`src/rtl/lsu_ctrl_pkg.sv`:
```
// Shared encodings for the load/store unit: access size codes, sequencer states
// and the alignment rule used at op acceptance.
package lsu_ctrl_pkg;

    localparam logic [1:0] DMEM_EXT_BYTE = 2'd0;
    localparam logic [1:0] DMEM_EXT_HALF = 2'd1;
    localparam logic [1:0] DMEM_EXT_WORD = 2'd2;

    localparam logic [1:0] LSU_ST_IDLE  = 2'd0;
    localparam logic [1:0] LSU_ST_REQ   = 2'd1;
    localparam logic [1:0] LSU_ST_WAIT  = 2'd2;
    localparam logic [1:0] LSU_ST_DRAIN = 2'd3;

    typedef enum logic [1:0] {
        StIdle  = LSU_ST_IDLE,
        StReq   = LSU_ST_REQ,
        StWait  = LSU_ST_WAIT,
        StDrain = LSU_ST_DRAIN
    } lsu_state_e;

    // Unknown size codes are treated as word accesses.
    function automatic logic lsu_misaligned(input logic [1:0] size, input logic [1:0] off);
        logic mis;
        case (size)
            DMEM_EXT_BYTE: mis = 1'b0;
            DMEM_EXT_HALF: mis = off[0];
            default:       mis = (off != 2'b00);
        endcase
        return mis;
    endfunction

endpackage

```
`src/rtl/lsu_ext.sv`:
```
// Load lane select and sign/zero extension of a 32-bit read word.
module lsu_ext
    import lsu_ctrl_pkg::*;
(
    input  logic [31:0] rdata,
    input  logic [1:0]  offset,
    input  logic [1:0]  size,
    input  logic        unsign,
    output logic [31:0] data
);

    logic [4:0]  sh;
    logic [31:0] shifted;

    always_comb begin
        sh = 5'd0;
        case (size)
            DMEM_EXT_BYTE: sh = {offset, 3'b000};
            DMEM_EXT_HALF: sh = {offset[1], 4'b0000};
            default:       sh = 5'd0;
        endcase
        shifted = rdata >> sh;
    end

    always_comb begin
        data = shifted;
        case (size)
            DMEM_EXT_BYTE: data = unsign ? {24'h0, shifted[7:0]}
                                         : {{24{shifted[7]}}, shifted[7:0]};
            DMEM_EXT_HALF: data = unsign ? {16'h0, shifted[15:0]}
                                         : {{16{shifted[15]}}, shifted[15:0]};
            default:       data = shifted;
        endcase
    end

endmodule

```
`src/rtl/lsu_ctrl.sv`:
```
// Load/store sequencer: one op at a time from execute to the dmem req/gnt/rvalid port,
// with alignment checking, store lane steering and extended load writeback.
module lsu_ctrl
    import lsu_ctrl_pkg::*;
#(
    parameter int unsigned ADDR_W = 32,
    parameter int unsigned DATA_W = 32
) (
    input  logic              clk,
    input  logic              rst_n,
    input  logic              ex_valid,
    input  logic              ex_is_load,
    input  logic              ex_is_store,
    input  logic [ADDR_W-1:0] ex_addr,
    input  logic [DATA_W-1:0] ex_wdata,
    input  logic [1:0]        ex_ext_size,
    input  logic              ex_ext_unsign,
    input  logic [4:0]        ex_rd,
    input  logic              flush,
    output logic              stall,
    output logic              dmem_req,
    output logic              dmem_we,
    output logic [ADDR_W-1:0] dmem_addr,
    output logic [DATA_W-1:0] dmem_wdata,
    output logic [3:0]        dmem_wstrb,
    input  logic              dmem_gnt,
    input  logic              dmem_rvalid,
    input  logic [DATA_W-1:0] dmem_rdata,
    output logic              wb_valid,
    output logic [4:0]        wb_rd,
    output logic [DATA_W-1:0] wb_data,
    output logic              st_done,
    output logic              misalign,
    output logic [ADDR_W-1:0] misalign_addr
);

    lsu_state_e        state_q, state_d;
    logic [ADDR_W-1:0] addr_q, addr_d;
    logic [DATA_W-1:0] wdata_q, wdata_d;
    logic [3:0]        wstrb_q, wstrb_d;
    logic              we_q, we_d;
    logic [1:0]        size_q, size_d;
    logic              unsign_q, unsign_d;
    logic [4:0]        rd_q, rd_d;
    logic              wb_valid_q, wb_valid_d;
    logic [4:0]        wb_rd_q, wb_rd_d;
    logic [DATA_W-1:0] wb_data_q, wb_data_d;
    logic              st_done_q, st_done_d;
    logic              misalign_q, misalign_d;
    logic [ADDR_W-1:0] misalign_addr_q, misalign_addr_d;

    logic [DATA_W-1:0] st_wdata;
    logic [3:0]        st_wstrb;
    logic [DATA_W-1:0] ld_data;
    logic              take_op;

    assign take_op = ex_valid && (ex_is_load || ex_is_store) && !flush;

    // Store data is replicated across lanes so memory only needs the strobes.
    always_comb begin
        st_wdata = ex_wdata;
        st_wstrb = 4'b1111;
        case (ex_ext_size)
            DMEM_EXT_BYTE: begin
                st_wdata = {4{ex_wdata[7:0]}};
                st_wstrb = 4'b0001 << ex_addr[1:0];
            end
            DMEM_EXT_HALF: begin
                st_wdata = {2{ex_wdata[15:0]}};
                st_wstrb = ex_addr[1] ? 4'b1100 : 4'b0011;
            end
            default: begin
                st_wdata = ex_wdata;
                st_wstrb = 4'b1111;
            end
        endcase
    end

    lsu_ext u_ext (
        .rdata  (dmem_rdata),
        .offset (addr_q[1:0]),
        .size   (size_q),
        .unsign (unsign_q),
        .data   (ld_data)
    );

    always_comb begin
        state_d         = state_q;
        addr_d          = addr_q;
        wdata_d         = wdata_q;
        wstrb_d         = wstrb_q;
        we_d            = we_q;
        size_d          = size_q;
        unsign_d        = unsign_q;
        rd_d            = rd_q;
        wb_valid_d      = 1'b0;
        wb_rd_d         = wb_rd_q;
        wb_data_d       = wb_data_q;
        st_done_d       = 1'b0;
        misalign_d      = 1'b0;
        misalign_addr_d = misalign_addr_q;
        stall           = 1'b0;

        case (state_q)
            StIdle: begin
                if (take_op) begin
                    if (lsu_misaligned(ex_ext_size, ex_addr[1:0])) begin
                        misalign_d      = 1'b1;
                        misalign_addr_d = ex_addr;
                    end else begin
                        stall    = 1'b1;
                        state_d  = StReq;
                        addr_d   = ex_addr;
                        size_d   = ex_ext_size;
                        unsign_d = ex_ext_unsign;
                        rd_d     = ex_rd;
                        // A op flagged as both load and store is a store.
                        we_d     = ex_is_store;
                        wdata_d  = st_wdata;
                        wstrb_d  = ex_is_store ? st_wstrb : 4'b0000;
                    end
                end
            end
            StReq: begin
                stall = 1'b1;
                if (dmem_gnt) begin
                    if (we_q) begin
                        st_done_d = 1'b1;
                        state_d   = StIdle;
                    end else begin
                        state_d = flush ? StDrain : StWait;
                    end
                end else if (flush) begin
                    state_d = StIdle;
                end
            end
            StWait: begin
                stall = 1'b1;
                if (dmem_rvalid) begin
                    // The response has arrived; a concurrent flush only suppresses writeback.
                    wb_valid_d = !flush;
                    wb_rd_d    = flush ? wb_rd_q : rd_q;
                    wb_data_d  = flush ? wb_data_q : ld_data;
                    state_d    = StIdle;
                end else if (flush) begin
                    state_d = StDrain;
                end
            end
            StDrain: begin
                stall = ex_valid;
                if (dmem_rvalid) begin
                    state_d = StIdle;
                end
            end
            default: state_d = StIdle;
        endcase
    end

    always_ff @(posedge clk or negedge rst_n) begin
        if (!rst_n) begin
            state_q         <= StIdle;
            addr_q          <= '0;
            wdata_q         <= '0;
            wstrb_q         <= '0;
            we_q            <= 1'b0;
            size_q          <= '0;
            unsign_q        <= 1'b0;
            rd_q            <= '0;
            wb_valid_q      <= 1'b0;
            wb_rd_q         <= '0;
            wb_data_q       <= '0;
            st_done_q       <= 1'b0;
            misalign_q      <= 1'b0;
            misalign_addr_q <= '0;
        end else begin
            state_q         <= state_d;
            addr_q          <= addr_d;
            wdata_q         <= wdata_d;
            wstrb_q         <= wstrb_d;
            we_q            <= we_d;
            size_q          <= size_d;
            unsign_q        <= unsign_d;
            rd_q            <= rd_d;
            wb_valid_q      <= wb_valid_d;
            wb_rd_q         <= wb_rd_d;
            wb_data_q       <= wb_data_d;
            st_done_q       <= st_done_d;
            misalign_q      <= misalign_d;
            misalign_addr_q <= misalign_addr_d;
        end
    end

    assign dmem_req      = (state_q == StReq);
    assign dmem_we       = dmem_req && we_q;
    assign dmem_addr     = {addr_q[ADDR_W-1:2], 2'b00};
    assign dmem_wdata    = wdata_q;
    assign dmem_wstrb    = wstrb_q;
    assign wb_valid      = wb_valid_q;
    assign wb_rd         = wb_rd_q;
    assign wb_data       = wb_data_q;
    assign st_done       = st_done_q;
    assign misalign      = misalign_q;
    assign misalign_addr = misalign_addr_q;

endmodule

```
`config.mk`:
```
export PLATFORM = sky130hd
export DESIGN_NAME = lsu_ctrl
export DESIGN_NICKNAME = d
export VERILOG_FILES = /design/src/rtl/lsu_ctrl_pkg.sv /design/src/rtl/lsu_ext.sv /design/src/rtl/lsu_ctrl.sv
export SDC_FILE = /design/constraint.sdc
export NUM_CORES = 1
export LEC_CHECK = 0
export CAP_MARGIN = 40
export CELL_PAD_IN_SITES_DETAIL_PLACEMENT = 0
export CELL_PAD_IN_SITES_GLOBAL_PLACEMENT = 2
export CORE_MARGIN = 4
export CORE_UTILIZATION = 30
export CTS_CLUSTER_DIAMETER = 80
export DETAILED_ROUTE_END_ITERATION = 10
export GPL_TIMING_DRIVEN = 0
export PLACE_DENSITY_LB_ADDON = 0.3
export RECOVER_POWER = 100
export SLEW_MARGIN = 5
export SYNTH_ARGS = -nofsm -noshare
export SYNTH_HDL_FRONTEND = slang
export SYNTH_SLANG_ARGS = --single-unit
```
`constraint.sdc`:
```
create_clock -name clk -period 3 [get_ports clk]
set_input_delay 0.9 -clock clk [delete_from_list [all_inputs] [get_ports clk]]
set_output_delay 0.9 -clock clk [all_outputs]
set_load 0.1 [all_outputs]
```
# Word-level counts from Yosys, hierarchy flattened
# Index checks and enable logic that the tools add are counted.
# word_totals
ff_bits,151
word_cells,74
inputBits,112
# classes
shifts,2
n_mux,32
eq_ne,10
reduce_logical,14
bitwise,2
# op_table
operator,count
32-bit case mux with 2 select lines,2
32-bit 2-to-1 mux,2
32-bit by 5-bit >> shifter with 32-bit output,1
2-bit 2-to-1 mux,8
1-bit 2-to-1 mux,13
5-bit case mux with 2 select lines,1
3-bit AND reduction,3
4-bit 2-to-1 mux,2
2-bit case mux with 4 select lines,1
4-bit case mux with 2 select lines,1
2-bit by 1-bit equality test with 1-bit output (second input constant),3
2-bit logical NOT,3
2-bit != test (second input constant),3
5-bit AND reduction,1
2-bit equality test (second input constant),2
1-bit by 2-bit << shifter with 4-bit output (first input constant),1
1-bit logical AND,3
3-bit by 2-bit != test with 1-bit output (second input constant),1
3-bit != test (second input constant),1
1-bit case mux with 3 select lines,1
1-bit inverter,2
1-bit case mux with 2 select lines,1
2-bit nonzero test,1
2-bit OR reduction,1
other kinds (2),2

# Longest topological paths before layout
# logic_depth
ltp_word,8
mapped_depth,9
depth_no_buf,8

# Hierarchy
# Synthesis repeated with hierarchy kept, for this count alone.
# hier_totals
hier_cells,646
area_unflattened_um2,7055.5
# by_module_without_submodules
module,n_inst,cells_per_inst,area_each_um2,seq_area_each_um2
lsu_ctrl,1,549,6404.9,3778.6
lsu_ext,1,97,650.6,0.0

# Worst setup path before layout
# Ideal clock, no wire load.
# synth_path
path_type,input to output
start,input ex_addr[0]
end,output stall
required_ns,2.100
setup_slack_ns,-0.753
arrival_ns,2.853
path_stages,4
cell_sequence,a21o_1 > o21ai_0 > o2111ai_1 > a21oi_1
# synth_via
elab_chain_cells,7
# synth_rtl
item,line_no,rtl
"start, declared",lsu_ctrl.sv:14,"input logic [ADDR_W-1:0] ex_addr,"
2-bit nonzero test,lsu_ctrl_pkg.sv:27,default: mis = (off != 2'b00);
1-bit case mux with 2 select lines (*),lsu_ctrl_pkg.sv:24,case (size)
1-bit 2-to-1 mux (*),lsu_ctrl.sv:106,if (take_op) begin
1-bit 2-to-1 mux (*),lsu_ctrl.sv:104,case (state_q)
1-bit 2-to-1 mux (*),lsu_ctrl.sv:107,"if (lsu_misaligned(ex_ext_size, ex_addr[1:0])) begin"
1-bit 2-to-1 mux (*),lsu_ctrl.sv:106,
1-bit case mux with 3 select lines (*),lsu_ctrl.sv:104,
"end, declared",lsu_ctrl.sv:20,"output logic stall,"
# Every way passes the cells marked *; elsewhere a longest branch is shown, timed or not. The select of a mux whose other input is x is not followed.

# Final worst setup path
# layout_path
start,input ex_valid
end,output stall
# layout_via
elab_chain_cells,4
# layout_rtl
item,line_no,rtl
"start, declared",lsu_ctrl.sv:11,"input logic ex_valid,"
1-bit logical AND (2 in a row),lsu_ctrl.sv:57,assign take_op = ex_valid && (ex_is_load || ex_is_store) && !flush;
1-bit 2-to-1 mux,lsu_ctrl.sv:106,
1-bit case mux with 3 select lines (*),lsu_ctrl.sv:104,
# Every way passes the cells marked *; elsewhere a longest branch is shown, timed or not.

==> impl_metrics.tcl <==
set metrics [dict create \
    ys_ff_latch 151 \
    viasPerCell 4.647 \
    cts_hold_buf 0 \
    grt_start_max_net_pins 113 \
    cp.buffers_inverters 2 \
    start_util 0.3051 \
    setup_slack_ns 0.04070 \
    cpLargestDelayFamily "buffers and inverters" \
    synthCells 596 \
    r2r_end "rd_q[1]$_DFFE_PN0P_" \
    critPathMaxFanout 3 \
    avgSynthCellArea_um2 11.59 \
    fin_nets 1130 \
    avgRoutedWirePerCell_um 18.04 \
    status "finished, violations left" \
    worstPathRequired_ns 2.10 \
    setup-violations-final 0 \
    rr_startpoint "state_q[0]$_DFFE_PN0P_" \
    num_vias 6092 \
    core_area_mm2 0.02264 \
    violations "capacitance limit, slew limit" \
    wirelength_mm 23.65 \
    drv_cap 1 \
    die_x_um 159.7 \
    firstDrtPassIters 4 \
    drt_first_iter_violations 291 \
    use_met3 0.04748 \
    crit_chain "clkdlybuf4s50_1 -> o2111ai_2 -> a21oi_4 -> clkbuf_16" \
    grtUsageMet2 0.3239 \
    reg2reg_depth 8 \
    slew_headroom -0.2605 \
    overflow 0 \
    worstSetupStartpointType "primary input" \
    syn_to_final_growth_pct 89.84 \
    grt_use_met1 0.2353 \
    synth_area_mm2 0.006907 \
    io_buffer_count 252 \
    drcViolationCount 0 \
    multiInputGateArea_mm2 0.002715 \
    ys_top_cells_by_area "dfrtp_1 (55%), mux2_2 (13%), nand2_1 (4.1%), o21ai_0 (4.0%), mux2i_1 (3.6%)" \
    timing.hold.ws_ns 0.4646 \
    hpwl_mm 18.43 \
    clk_latency_ns 0.42 \
    die_h_um 159.7 \
    num_antenna_cells 0 \
    grt_pass1_wl_mm 37.98 \
    fmax_mhz 337.9 \
    hold_end "wb_rd[4]$_DFFE_PN0P_" \
    crit_slowest_cell "clkdlybuf4s50_1" \
    layout_min_cycle_time_ns 2.959 \
    ys_types 42 \
    min_path_type "register to register" \
    grt_usage 0.1870 \
    r2r_setup_slack_ns 0.66 \
    cp.arrival_ns 2.06 \
    grt-busiest-layer "met2" \
    worst_pin_slew_ns 1.891 \
    drive_gt1_frac 0.3197 \
    die-area_mm2 0.02551 \
    cts.sinks 151 \
    synth_top_cell_by_area "dfrtp_1" \
    final-seq-area_mm2 0.003779 \
    slowest_delay_ns 0.52 \
    end_kind "primary output" \
    synth_seq_area_share 0.5471 \
    ctsRootBufferMaster "clkbuf_16" \
    min_period_over_period 0.9864 \
    min_from "rd_q[4]$_DFFE_PN0P_" \
    ant_nets 0 \
    rows 55 \
    place.gp.congestion 0.8726 \
    cts.reportedPaths.clkPinSlew_ns 0.06 \
    holdPathStages 2 \
    synth_top_area_frac 0.5471 \
    numCtsBuffers 17 \
    final.setup_skew_ns 0.01274 \
    pin_count 255 \
    cts_tree "built" \
    fillerInstances 1780 \
    antenna_found_initial 0 \
    finalHoldViolations 0 \
    slew_violations 40 \
    grt_pass1_vias 6810 \
    clock_path_buffers 2 \
    dp_slack_ns -1.045 \
    yosys_warnings 0 \
    htree_num_levels 4 \
    critPathKind "primary input to primary output" \
]
[cells in the mapped netlist]
cell type,number
mux2i_1,25
and2_1,1
nand3b_1,17
a211o_1,1
a21o_1,1
a21oi_1,19
nand2b_4,1
nor3b_2,1
dfrtp_1,151
inv_1,8
a31oi_1,1
a22o_1,1
nor2_1,40
a221o_1,1
clkbuf_1,14
o311a_4,1
nand2_1,75
buf_2,11
and3_1,1
mux2_2,82
ha_1,5
o2111ai_1,2
o211a_1,1
o31ai_1,1
or2_2,1
a211oi_1,1
conb_1,1
and3b_1,1
buf_1,7
buf_6,3
buf_4,32
mux4_2,7
a22oi_1,8
nand2b_1,3
o41ai_1,1
inv_2,1
nor2_2,1
a2111oi_0,1
nor2b_1,3
a32oi_1,8
o21ai_0,55
o31a_1,1
[registers in the layout (all words and copies together), names as in the netlist]
signal and flops:
misalign 1, unsign_q 1, size_q 2, st_done 1, dmem_wstrb 4, wb_valid 1
state_q 2, we_q 1, addr_q 32, wb_rd 5, rd_q 5, misalign_addr 32
dmem_wdata 32, wb_data 32
[worst reg2reg max path, delay by kind of cell (launching register included)]
kind	cells	cell delay [ns]
adders and majority gates	1	0.24
and+or+nand+nor	1	0.15
DFF	1	0.38
muxes	1	0.39
AOI/OAI and AO/OA	1	0.13
buffers and inverters	4	0.94
[area by class of cell]
cell class / count / share of cell area
multi-input cells: 370 / 0.2071
well taps: 285 / 0.02720
clock inverters: 13 / 0.01307
plain buffers: 67 / 0.03111
flip-flops and latches: 151 / 0.2882
inverters: 9 / 0.002577
repair buffers: 397 / 0.3970
clock buffers: 19 / 0.03378
[metrics by stage]
| step | instance area [um^2] | cells | utilization | TNS, ns |
|---|---|---|---|---|
| CTS | 13120 | 1309 | 0.5793 | 0 |
| global route | 13110 | 1311 | 0.5791 | -0.005317 |
| finish | 13110 | 1311 | 0.5791 | 0 |
| global placement | 9802 | 1134 | 0.4329 | -779.69 |
| detailed placement | 12500 | 1277 | 0.5520 | -13.45 |
| floorplan | 6923 | 597 | - | 0 |
[logic make-up after synthesis]
family                   count (synthesis)  synth area share
AND/OR/NAND/NOR                        145           0.09511
AO/OA/AOI/OAI                          104           0.09149
flip-flops                             151            0.5471
buffers and inverters                   76           0.06395
adder cells (fa/ha/maj)                  5          0.009058
multiplexers                           114            0.1928
other                                    1         0.0005430
[layer usage]
metal	share of wire	wire length (um)
met1	0.42	10000
met2	0.51	12160
met3	0.048	1133
met4	0.015	357
met5	0	0
[how the worst max path moves through the flow]
stage,start,end,depth (start not counted)
2_1_floorplan,ex_addr[0],stall,4
3_3_place_gp,rst_n,misalign_addr[3]$_DFFE_PN0P_,1
3_5_place_dp,ex_addr[0],stall,6
4_1_cts,ex_is_store,stall,4
5_1_grt,ex_ext_size[1],stall,6
6_report,ex_valid,stall,4
[what timing repair did]
| action | 4_1_cts | 5_1_grt |
|---|---|---|
| pin swaps | 3 | 4 |
| gates resized for setup | 10 | 11 |
| setup endpoints to repair | 2 | 1 |
| buffers inserted | 2 | 2 |
[cell usage in the layout, fill, tap and decap left out, types with 4 or more instances in the layout]
master,Yosys,final
mux4_2,7,7
nor2_1,40,40
ha_1,5,4
a22oi_1,8,8
clkbuf_16,0,18
clkinvlp_4,0,4
buf_1,7,7
dfrtp_1,151,151
buf_4,32,37
a32oi_1,8,8
clkbuf_1,14,15
mux2_2,82,82
a21oi_1,19,18
nand3b_1,17,17
o21ai_0,55,54
nand2_1,75,75
buf_8,0,98
mux2i_1,25,25
clkdlybuf4s50_1,0,242
buf_16,0,42
inv_1,8,7
buf_2,11,12
Power is left out: the tool's default activity adds up to more than one toggle a clock period on the data nets, which glitch-free logic cannot reach.
